## config.mk

```make
export PLATFORM = sky130hd
export DESIGN_NAME = steer_en_ctrl_flat
export DESIGN_NICKNAME = d
export VERILOG_FILES = /design/src/rtl/steer_en_ctrl_pkg.sv /design/src/rtl/steer_en_ctrl_if.sv /design/src/rtl/steer_en_ctrl_tmr.sv /design/src/rtl/steer_en_ctrl.sv /design/src/flat_wrapper.sv
export SDC_FILE = /design/constraint.sdc
export NUM_CORES = 1
export LEC_CHECK = 0
export CAP_MARGIN = 20
export CORE_ASPECT_RATIO = 1.1
export CORE_MARGIN = 1
export CORE_UTILIZATION = 38
export CTS_CLUSTER_SIZE = 12
export DETAILED_ROUTE_END_ITERATION = 16
export GPL_ROUTABILITY_DRIVEN = 0
export SETUP_SLACK_MARGIN = 0.15
export SLEW_MARGIN = 25
export SYNTH_ARGS = -nofsm -noshare
export SYNTH_HDL_FRONTEND = slang
export SYNTH_SLANG_ARGS = --single-unit
export TNS_END_PERCENT = 1
```

## constraint.sdc

```tcl
create_clock -name clk -period 5.62 [get_ports clk]
set_input_delay 1.124 -clock clk [delete_from_list [all_inputs] [get_ports clk]]
set_output_delay 1.124 -clock clk [all_outputs]
set_load 0.005 [all_outputs]
```

## src/rtl/steer_en_ctrl_pkg.sv

```systemverilog
// Shared types and default thresholds for the rider-detect / steering-enable sequencer.
// The bench imports this package as well.
package steer_en_ctrl_pkg;

    typedef enum logic [1:0] {
        IDLE     = 2'd0,
        WAIT     = 2'd1,
        STEER_EN = 2'd2
    } steer_state_t;

    localparam logic [11:0] DEF_MIN_RIDER_WT = 12'h200;
    localparam logic [11:0] DEF_WT_HYST      = 12'h040;
    localparam int unsigned DEF_TMR_W        = 26;

    function automatic logic [11:0] abs_diff(input logic [11:0] a, input logic [11:0] b);
        return (a >= b) ? (a - b) : (b - a);
    endfunction

endpackage

```

## src/rtl/steer_en_ctrl_if.sv

```systemverilog
// Load-cell sample strobe and steering/rider status between A2D side and balance_cntrl.
interface steer_en_ctrl_if;

    logic        ld_vld;
    logic [11:0] lft_ld;
    logic [11:0] rght_ld;
    logic        en_steer;
    logic        rider_off;

    modport master (
        output ld_vld,
        output lft_ld,
        output rght_ld,
        input  en_steer,
        input  rider_off
    );

    modport slave (
        input  ld_vld,
        input  lft_ld,
        input  rght_ld,
        output en_steer,
        output rider_off
    );

endinterface

```

## src/rtl/steer_en_ctrl_tmr.sv

```systemverilog
// Saturating settle timer; clear has priority over increment.
module steer_en_ctrl_tmr #(
    parameter int unsigned TMR_W = 26
) (
    input  logic clk,
    input  logic rst,
    input  logic inc,
    input  logic clr,
    output logic full
);

    logic [TMR_W-1:0] cnt_r;

    // Settle counter: holds at all-ones until cleared.
    always_ff @(posedge clk) begin
        if (rst) begin
            cnt_r <= '0;
        end else if (clr) begin
            cnt_r <= '0;
        end else if (inc && !(&cnt_r)) begin
            cnt_r <= cnt_r + TMR_W'(1);
        end else begin
            cnt_r <= cnt_r;
        end
    end

    assign full = &cnt_r;

endmodule

```

## src/rtl/steer_en_ctrl.sv

```systemverilog
// Rider-detect / steering-enable sequencer: qualifies rider weight and balance from the
// registered load-cell samples and enables steering after a level settle period.
module steer_en_ctrl
    import steer_en_ctrl_pkg::*;
#(
    parameter logic [11:0] MIN_RIDER_WT = DEF_MIN_RIDER_WT,
    parameter logic [11:0] WT_HYST      = DEF_WT_HYST,
    parameter int unsigned TMR_W        = DEF_TMR_W
) (
    input  logic             clk,
    input  logic             rst,
    steer_en_ctrl_if.slave   bus
);

    localparam logic [12:0] SUM_HI = {1'b0, MIN_RIDER_WT};
    localparam logic [12:0] SUM_LO = {1'b0, MIN_RIDER_WT} - {1'b0, WT_HYST};

    logic [11:0]  lft_q_r;
    logic [11:0]  rght_q_r;
    logic [12:0]  sum_s;
    logic [11:0]  diff_s;
    logic         sum_gt_min_s;
    logic         sum_lt_min_s;
    logic         diff_gt_1_4_s;
    logic         diff_gt_15_16_s;
    logic         tmr_inc_s;
    logic         tmr_clr_s;
    logic         tmr_full_s;
    steer_state_t state_r;
    steer_state_t state_nxt_s;
    logic         en_steer_r;
    logic         rider_off_r;

    // Sample registers: every decision works from these, never from the raw bus.
    always_ff @(posedge clk) begin
        if (rst) begin
            lft_q_r  <= 12'h000;
            rght_q_r <= 12'h000;
        end else if (bus.ld_vld) begin
            lft_q_r  <= bus.lft_ld;
            rght_q_r <= bus.rght_ld;
        end else begin
            lft_q_r  <= lft_q_r;
            rght_q_r <= rght_q_r;
        end
    end

    assign sum_s  = {1'b0, lft_q_r} + {1'b0, rght_q_r};
    assign diff_s = abs_diff(lft_q_r, rght_q_r);

    assign sum_gt_min_s    = (sum_s > SUM_HI);
    assign sum_lt_min_s    = (sum_s < SUM_LO);
    assign diff_gt_1_4_s   = ({1'b0, diff_s} > (sum_s >> 2));
    assign diff_gt_15_16_s = ({1'b0, diff_s} > (sum_s - (sum_s >> 4)));

    // Next-state and timer control; timer is held clear outside WAIT so entry starts at 0.
    always_comb begin
        state_nxt_s = IDLE;
        tmr_inc_s   = 1'b0;
        tmr_clr_s   = 1'b1;
        case (state_r)
            IDLE: begin
                if (sum_gt_min_s) begin
                    state_nxt_s = WAIT;
                end else begin
                    state_nxt_s = IDLE;
                end
            end
            WAIT: begin
                tmr_clr_s = 1'b0;
                if (sum_lt_min_s) begin
                    state_nxt_s = IDLE;
                end else if (diff_gt_1_4_s) begin
                    state_nxt_s = WAIT;
                    tmr_clr_s   = 1'b1;
                end else if (tmr_full_s) begin
                    state_nxt_s = STEER_EN;
                end else begin
                    state_nxt_s = WAIT;
                    tmr_inc_s   = 1'b1;
                end
            end
            STEER_EN: begin
                if (sum_lt_min_s) begin
                    state_nxt_s = IDLE;
                end else if (diff_gt_15_16_s) begin
                    state_nxt_s = WAIT;
                end else begin
                    state_nxt_s = STEER_EN;
                end
            end
            default: begin
                state_nxt_s = IDLE;
            end
        endcase
    end

    // State register with Moore outputs decoded from the next state so they stay in step.
    always_ff @(posedge clk) begin
        if (rst) begin
            state_r     <= IDLE;
            en_steer_r  <= 1'b0;
            rider_off_r <= 1'b1;
        end else begin
            state_r     <= state_nxt_s;
            en_steer_r  <= (state_nxt_s == STEER_EN);
            rider_off_r <= (state_nxt_s == IDLE);
        end
    end

    steer_en_ctrl_tmr #(
        .TMR_W (TMR_W)
    ) u_tmr (
        .clk  (clk),
        .rst  (rst),
        .inc  (tmr_inc_s),
        .clr  (tmr_clr_s),
        .full (tmr_full_s)
    );

    assign bus.en_steer  = en_steer_r;
    assign bus.rider_off = rider_off_r;

endmodule

```

## src/flat_wrapper.sv

```systemverilog
// flat-port wrapper written by rule: the top's interface ports become plain ports
module steer_en_ctrl_flat import steer_en_ctrl_pkg::*;
#(
    parameter logic [11:0] MIN_RIDER_WT = DEF_MIN_RIDER_WT,
    parameter logic [11:0] WT_HYST      = DEF_WT_HYST,
    parameter int unsigned TMR_W        = DEF_TMR_W
)
  (clk, rst, bus_ld_vld, bus_lft_ld, bus_rght_ld, bus_en_steer, bus_rider_off);
  steer_en_ctrl_if bus_i ();
  input  logic clk;
  input  logic rst;
  input wire logic [$bits(bus_i.ld_vld)-1:0] bus_ld_vld;
  input wire logic [$bits(bus_i.lft_ld)-1:0] bus_lft_ld;
  input wire logic [$bits(bus_i.rght_ld)-1:0] bus_rght_ld;
  output wire logic [$bits(bus_i.en_steer)-1:0] bus_en_steer;
  output wire logic [$bits(bus_i.rider_off)-1:0] bus_rider_off;
  assign bus_i.ld_vld = bus_ld_vld;
  assign bus_i.lft_ld = bus_lft_ld;
  assign bus_i.rght_ld = bus_rght_ld;
  assign bus_en_steer = bus_i.en_steer;
  assign bus_rider_off = bus_i.rider_off;
  steer_en_ctrl #(.MIN_RIDER_WT(MIN_RIDER_WT), .WT_HYST(WT_HYST), .TMR_W(TMR_W)) u_core (.clk(clk), .rst(rst), .bus(bus_i));
endmodule
```

==> results.txt, run 1 <==
----------------------------------------------------
[Floorplan]
  Total die area ... 15100 sq um
  Vertical die dimension ... 129 microns
  Std-Cell Core Area ... 14300 sq um
  Initial cell density of the core ... 38.8%
  Std-Cell Rows ... 46
  Top Ports ... 29
  Die boundary width ... 117 microns

[Power and ir drop]
  Worst voltage drop across the vdd grid ... 0.193 mV
  P_leak ... 2.54 nW
  Pwr/cell area ... 280 nW/um^2
  Total power after layout ... 1.76 mW

[STA]
  Final Skew ... 8.03 ps
  Unrepaired setup endpoints after global routing ... yes
  Final critical-path required period ... 5220 ps
  Number of pins exceeding their max-slew limit in the final report ... 0
  Tightest Pin Transition ... 718 ps
  Final count of hold timing violations ... 0
  Post-route fraction of the period consumed by the critical path ... 92.8%
  Worst slew margin ... 52.1%
  Final sum of negative setup slack ... 0 ps
  Max frequency ... 0.192 GHz
  Final setup violation count ... 0

[Cells and area]
  Layout overhead on the synthesized area ... 13.3%
  Number of nets in the finished design ... 811
  Count of inserted antenna diode cells ... 0
  Fraction of layout cells with a size suffix above 1 ... 9.64%
  Final Instance Area ... 6300 sq um
  Final cell utilization of the core ... 44.0%

[Worst setup path]
  Required @ worst endpoint ... 5810 ps
  Kind of start point of the critical path ... flop
  Endpoint class of the critical path ... flop
  Highest fanout seen on the critical path ... 7
  Critical path start-end classification ... reg -> reg
  Crit path arrival time ... 5410 ps

[Drt]
  Number of DRC markers after the initial detailed-route iteration ... 252
  Via count ... 5068
  Detailed-route DRC error count ... 0
  Routed WL ... 14.0 mm
  Number of detailed-route iterations in the first pass ... 5
  Remaining antenna violation count ... 0
  DR WL/cell ... 15.4 microns
  Ratio of routed vias to standard cells ... 5.58

[Placed design]
  Number of port buffers ... 28
  Post-detailed-placement cell area ... 6060 sq um
  HPWL after detailed placement ... 10.9 mm

[Synth]
  Cell taking the most area after synthesis ... dfxtp_1
  Area of the mapped netlist ... 5560 sq um
  Synth area leaders ... dfxtp_1 19%, ha_1 15%, mux2i_1 5.6%
  Asr flop ratio synth ... 0%
  Number of enable flip-flop cells after synthesis ... 0
  Commonest cells in the netlist ... 65 x ha_1, 59 x nor2_1, 58 x inv_1, 54 x dfxtp_1, 47 x a21oi_1
  Number of instances in the synthesized netlist ... 689
  Top-count cell post-synth ... ha_1
  Synthesized Nets ... 785
  Count of cell types in the netlist ... 82
  Synth Warn # ... 0
  Number of flip-flops and latches in the synthesized netlist ... 54
  Avg Inst Size Synth ... 8.07 sq um
  Synth top area share ... 19.4%
  Sequential-to-total area share from yosys stat ... 19.4%
  Top flip-flop cell by instance count after synthesis ... dfxtp_1

[Run status]
  Result of the run ... finished clean

[GRT]
  Global-route wire length before repair ... 23.9 mm
  Remaining global-route overflow ... 0
  Maximum number of pins on one net before global-route repair ... 29
  Global-route total usage across every layer ... 19.3%
  Number of global-route vias before repair ... 5123
  Number of antenna violations at the first check in global routing ... 0

[CTS]
  CTS root buf ... clkbuf_16
  Total number of H-tree levels ... 2
  CTS Buffer Depth ... 2
  Cts-stage hold buffer count ... 0
  Insertion delay of the later-clocked pin in the worst-skew pair ... 310 ps
  Number of buffers created by CTS ... 5
  Clock sink count ... 54
  CTS tree ... built
  Clk pin slew, worst setup/hold paths ... 70 ps

[Worst hold path]
  Min-Delay Path Class ... reg -> reg

[Flow run]
  Number of max-cap violations ... 0

----------------------------------------------------
-- sequential cells by signal, indices dropped and copies added, names as in the netlist --
signal,flops
u_core.bus.en_steer,1
u_core.state_r,2
u_core.bus.rider_off,1
u_core.lft_q_r,12
u_core.rght_q_r,12
u_core.u_tmr.cnt_r,26
-- logic make-up after synthesis --
family / count (synthesis) / synth area share [%]
buffers and inverters: 91 / 7.29
and+or+nand+nor: 238 / 23.6
DFF: 54 / 19.4
AOI/OAI and AO/OA: 174 / 22.7
xor gates and xnor gates: 31 / 5.02
adders and majority gates: 69 / 16.1
muxes: 32 / 5.85
-- layout by cell type (no fill, tap or decap), types with 3 or more instances in the layout --
cell and n:
a211oi_1 9, nand3_1 16, nor2_1 59, and4_1 6, buf_4 21, a21o_1 10
inv_1 58, mux2i_1 31, clkbuf_16 5, o21ai_0 19, xor2_1 8, ha_1 63
and2_1 9, o211ai_1 6, a221oi_1 5, nor2b_1 10, nand3b_1 4, or3_1 13
o31ai_1 19, a21oi_1 47, and3_1 9, nor4_1 9, fa_1 4, clkdlybuf4s50_1 28
o21ba_2 3, nand2b_1 8, o21a_1 8, xnor2_1 21, o21ai_1 7, nand2_1 38
or4_1 16, nor3_1 11, dfxtp_1 53, nand4_1 14, o31a_1 5
-- final timing paths --
path / slack (ps) / to / depth (start not counted) / from
max: 400 / u_core.state_r[0] / 23 / u_core.lft_q_r[0]
max reg2reg: 400 / u_core.state_r[0] / 23 / u_core.lft_q_r[0]
min: 490 / u_core.u_tmr.cnt_r[8] / 2 / u_core.u_tmr.cnt_r[8]
min reg2reg: 490 / u_core.u_tmr.cnt_r[8] / 2 / u_core.u_tmr.cnt_r[8]
-- area by class of cell --
| cell class | count | area, sq um |
|---|---|---|
| inverters | 60 | 225 |
| fillers | 1426 | 8030 |
| clock buffers | 5 | 125 |
| clock inverters | 3 | 40.0 |
| well taps | 192 | 240 |
| multi-input cells | 544 | 4130 |
| repair buffers | 50 | 458 |
| flip-flops and latches | 54 | 1080 |
-- per-stage QoR --
stage / setup WS (ps) / hold WS, ps / std cells
after floorplan: 667 / 448 / 689
after global placement: 302 / 460 / 898
after detailed placement: 63.8 / 478 / 898
after CTS: 157 / 488 / 906
after global routing: 70.4 / 522 / 908
final: 402 / 489 / 908
-- where the power goes --
part	internal, mW	switching, mW
clock	0.209	0.145
sequential	0.396	0.0144
combinational	0.425	0.572
total	1.03	0.731
-- worst max-delay path: stages, from the launching register on --
cell      delay (ps)
dfxtp_1          400
ha_1             210
inv_1             60
fa_1             410
nor2_1           100
o221ai_1         170
a21oi_1          360
xnor2_2          270
inv_2            190
ha_1             370
a21oi_1          180
o41ai_2          120
a31o_2           240
a21oi_1          210
o21ai_1          150
nor3_1           190
xnor2_1          150
ha_1             260
and3_1           200
a221oi_1         260
a31oi_1           90
o31ai_1          110
nor3b_1          100
o31a_1           310
-- per-layer routing --
metal,vias to the layer above,global-route usage (%),share of wire [%]
li1,2560,-,-
met5,-,0,0
met4,0,7.56,2.0
met3,21,2.66,3.3
met1,2394,21.5,43
met2,93,36.8,52
-- repair_timing --
action,4_1_cts,5_1_grt
resized for setup,2,9
pin swaps,0,2
gates cloned,0,0
buffers inserted,0,2
endpoints found under the setup margin,1,25
(Power assumes the default switching activity.)
==> inputs of run 2 (changes only) <==
--- a/config.mk
+++ b/config.mk
@@ -13,7 +13,7 @@
 export DETAILED_ROUTE_END_ITERATION = 16
 export GPL_ROUTABILITY_DRIVEN = 0
 export SETUP_SLACK_MARGIN = 0.15
-export SLEW_MARGIN = 25
+export SLEW_MARGIN = 10
 export SYNTH_ARGS = -nofsm -noshare
 export SYNTH_HDL_FRONTEND = slang
 export SYNTH_SLANG_ARGS = --single-unit
==> results of run 2 <==
No change in the layout: final DEF, timing and power equal those of run 1.
==> inputs of run 3 (changes only) <==
--- a/config.mk
+++ b/config.mk
@@ -7,13 +7,13 @@
 export LEC_CHECK = 0
 export CAP_MARGIN = 20
 export CORE_ASPECT_RATIO = 1.1
-export CORE_MARGIN = 1
+export CORE_MARGIN = 2
 export CORE_UTILIZATION = 38
 export CTS_CLUSTER_SIZE = 12
 export DETAILED_ROUTE_END_ITERATION = 16
 export GPL_ROUTABILITY_DRIVEN = 0
 export SETUP_SLACK_MARGIN = 0.15
-export SLEW_MARGIN = 10
+export SLEW_MARGIN = 20
 export SYNTH_ARGS = -nofsm -noshare
 export SYNTH_HDL_FRONTEND = slang
 export SYNTH_SLANG_ARGS = --single-unit
==> run 3 against run 2 <==
Against the previous run: first-iteration DRC count is 31% higher; non-clock buffer count stayed put; critical endpoint unchanged; cell area is 0.26% higher; clock power is 3% higher; utilization is 0.063 points lower; clock skew is 3.8 ps higher; wire length is 0.19% lower; total power is 0.77% higher; sequential power hardly changed; critical path type unchanged.
==> results.txt, run 3 (synthesis gave the netlist of run 1 again) <==
----------------------------------------------------
[Run status]
  Result of the run ... finished clean (unchanged)

[Power and ir drop]
  Worst voltage drop across the vdd grid ... 0.177 mV (was 0.193 mV)
  P_leak ... 2.53 nW (was 2.54 nW)
  Sequential fraction of design power ... 23.1% (was 23.3%)
  Switching power ... 744 uW (was 731 uW)
  Pwr/cell area ... 281 nW/um^2 (was 280 nW/um^2)
  Relative contribution of combinational cells to total power ... 56.4% (was 56.6%)
  Sw frac ... 41.9% (was 41.5%)
  Clk pwr share ... 20.5% (was 20.1%)
  Cell internal power dissipation ... 1.03 mW (about the same)
  Total power after layout ... 1.78 mW (was 1.76 mW)

[Cells and area]
  Max reg flops ... 26 (unchanged)
  Largest registers in the final layout ... u_core.u_tmr.cnt_r: 26 flops, u_core.lft_q_r: 12 flops, u_core.rght_q_r: 12 flops (unchanged)
  Count of inserted antenna diode cells ... 0 (unchanged)
  Flip-flop and latch area ... 1080 sq um (unchanged)
  Number of nets in the finished design ... 811 (unchanged)
  Final Instance Area ... 6320 sq um (was 6300 sq um)
  Most frequent cells in the layout ... 63 x ha_1, 59 x nor2_1, 58 x inv_1, 53 x dfxtp_1, 47 x a21oi_1 (unchanged)
  Final cell utilization of the core ... 43.9% (was 44.0%)
  Number of fillers in the final layout ... 1452 (was 1426)
  Fraction of layout cells with a size suffix above 1 ... 9.64% (unchanged)
  Combined area of the multi-input logic cells ... 4140 sq um (was 4130 sq um)
  Reg with most FFs ... u_core.u_tmr.cnt_r (unchanged)
  Layout overhead on the synthesized area ... 13.6% (was 13.3%)
  Most common cell after layout, fill and taps aside ... ha_1 (unchanged)

[GRT]
  Number of global-route vias before repair ... 4987 (was 5123)
  Maximum number of pins on one net before global-route repair ... 29 (unchanged)
  Global-route total usage across every layer ... 18.4% (was 19.3%)
  Global-route wire length before repair ... 23.4 mm (was 23.9 mm)
  Number of antenna violations at the first check in global routing ... 0 (unchanged)
  Remaining global-route overflow ... 0 (unchanged)

[STA]
  Final critical-path required period ... 5190 ps (was 5220 ps)
  Number of pins exceeding their max-slew limit in the final report ... 0 (unchanged)
  Final-layout worst hold slack ... 493 ps (was 489 ps)
  Final count of hold timing violations ... 0 (unchanged)
  Max frequency ... 0.193 GHz (was 0.192 GHz)
  Unrepaired setup endpoints after global routing ... yes (unchanged)
  Final sum of negative setup slack ... 0 ps (unchanged)
  Post-route fraction of the period consumed by the critical path ... 92.3% (was 92.8%)
  Worst slew margin ... 53.5% (was 52.1%)
  Final Skew ... 11.8 ps (was 8.03 ps)
  Final setup violation count ... 0 (unchanged)
  Tightest Pin Transition ... 691 ps (was 718 ps)

[Drt]
  Routed WL ... 13.9 mm (was 14.0 mm)
  Remaining antenna violation count ... 0 (unchanged)
  Ratio of routed vias to standard cells ... 5.57 (was 5.58)
  Via count ... 5055 (was 5068)
  Number of detailed-route iterations in the first pass ... 4 (was 5)
  Detailed-route DRC error count ... 0 (unchanged)
  Number of DRC markers after the initial detailed-route iteration ... 329 (was 252)
  DR WL/cell ... 15.3 microns (was 15.4 microns)

[Placed design]
  Post-detailed-placement cell area ... 6060 sq um (unchanged)
  HPWL after detailed placement ... 10.7 mm (was 10.9 mm)
  Number of port buffers ... 28 (unchanged)

[CTS]
  Clock sink count ... 54 (unchanged)
  Insertion delay of the later-clocked pin in the worst-skew pair ... 310 ps (about the same)
  CTS Buffer Depth ... 2 (unchanged)
  Number of buffers created by CTS ... 5 (unchanged)
  CTS root buf ... clkbuf_16 (unchanged)
  Total number of H-tree levels ... 2 (unchanged)
  CTS tree ... built (unchanged)
  Clk pin slew, worst setup/hold paths ... 80 ps (was 70 ps)

[Worst setup path]
  Required @ worst endpoint ... 5830 ps (was 5810 ps)
  Highest fanout seen on the critical path ... 5 (was 7)
  Crit path arrival time ... 5390 ps (was 5410 ps)
  Kind of start point of the critical path ... flop (unchanged)
  Endpoint class of the critical path ... flop (unchanged)
  Logic depth of the worst register-to-register path ... 21 (was 23)
  Critical path start-end classification ... reg -> reg (unchanged)

[Floorplan]
  Vertical die dimension ... 131 microns (was 129 microns)
  Std-Cell Core Area ... 14400 sq um (was 14300 sq um)
  Initial cell density of the core ... 38.6% (was 38.8%)
  Std-Cell Rows ... 46 (unchanged)
  Total die area ... 15600 sq um (was 15100 sq um)
  Die boundary width ... 119 microns (was 117 microns)
  Top Ports ... 29 (unchanged)

[Worst hold path]
  Cell depth of the worst min-delay path ... 2 (unchanged)
  Min-Delay Path Class ... reg -> reg (unchanged)

[Flow run]
  Number of max-cap violations ... 0 (unchanged)

----------------------------------------------------
==> run 3: critical path, cell delays in order (launching register included) <==
cell and delay (ps):
dfxtp_2 390, inv_1 120, ha_1 340, nand2b_1 210
a221oi_2 350, o21a_1 180, nor3_1 70, nor2_1 230
inv_1 140, fa_1 500, o41ai_4 400, a41oi_2 220
o31ai_4 330, a211oi_1 130, xnor2_1 150, ha_1 290
a21o_1 180, a221oi_1 290, a31oi_1 80, o31ai_1 110
nor3b_1 100, o31a_1 290
==> run 3: repair_timing <==
item | 4_1_cts | 5_1_grt
hold buffers | 0 | 0
pin swaps | 0 | 5
gates resized for setup | 1 | 11
buffers inserted | 0 | 2
endpoints found under the setup margin | 1 | 23
==> run 3: power groups by stage <==
stage	Clock [mW]	Sequential, mW	Combinational [mW]
3_3_place_gp	0	0.418	0.939
3_5_place_dp	0	0.420	0.956
4_1_cts	0.372	0.410	0.965
5_1_grt	0.387	0.413	1.12
6_report	0.364	0.410	1.00
2_1_floorplan	0	0.416	0.751
==> run 3: worst paths after layout <==
| path | endpoint | slack [ps] | startpoint |
|---|---|---|---|
| min | u_core.u_tmr.cnt_r[8] | 490 | u_core.u_tmr.cnt_r[8] |
| min reg2reg | u_core.u_tmr.cnt_r[8] | 490 | u_core.u_tmr.cnt_r[8] |
| max reg2reg | u_core.state_r[0] | 430 | u_core.rght_q_r[1] |
| max | u_core.state_r[0] | 430 | u_core.rght_q_r[1] |
==> run 3: final cells by class <==
cell class / instances / area share [%]
clock buffers: 5 / 1.98
clock inverters: 3 / 0.713
inverters: 60 / 3.57
multi-input cells: 544 / 65.6
flip-flops and latches: 54 / 17.1
well taps: 192 / 3.80
repair buffers: 50 / 7.25
==> run 3: through the flow <==
step	setup WS (ps)	instances
global route	12.9	908
CTS	185	906
floorplan	667	689
detailed placement	173	898
global placement	292	898
finish	433	908
==> run 3: metal layers <==
layer	vias up	part of all wire, %	track usage [%]
li1	2560	-	-
met1	2372	44	21.5
met2	98	50	33.5
met3	25	3.6	3.04
met4	0	3.0	7.82
met5	-	0	0
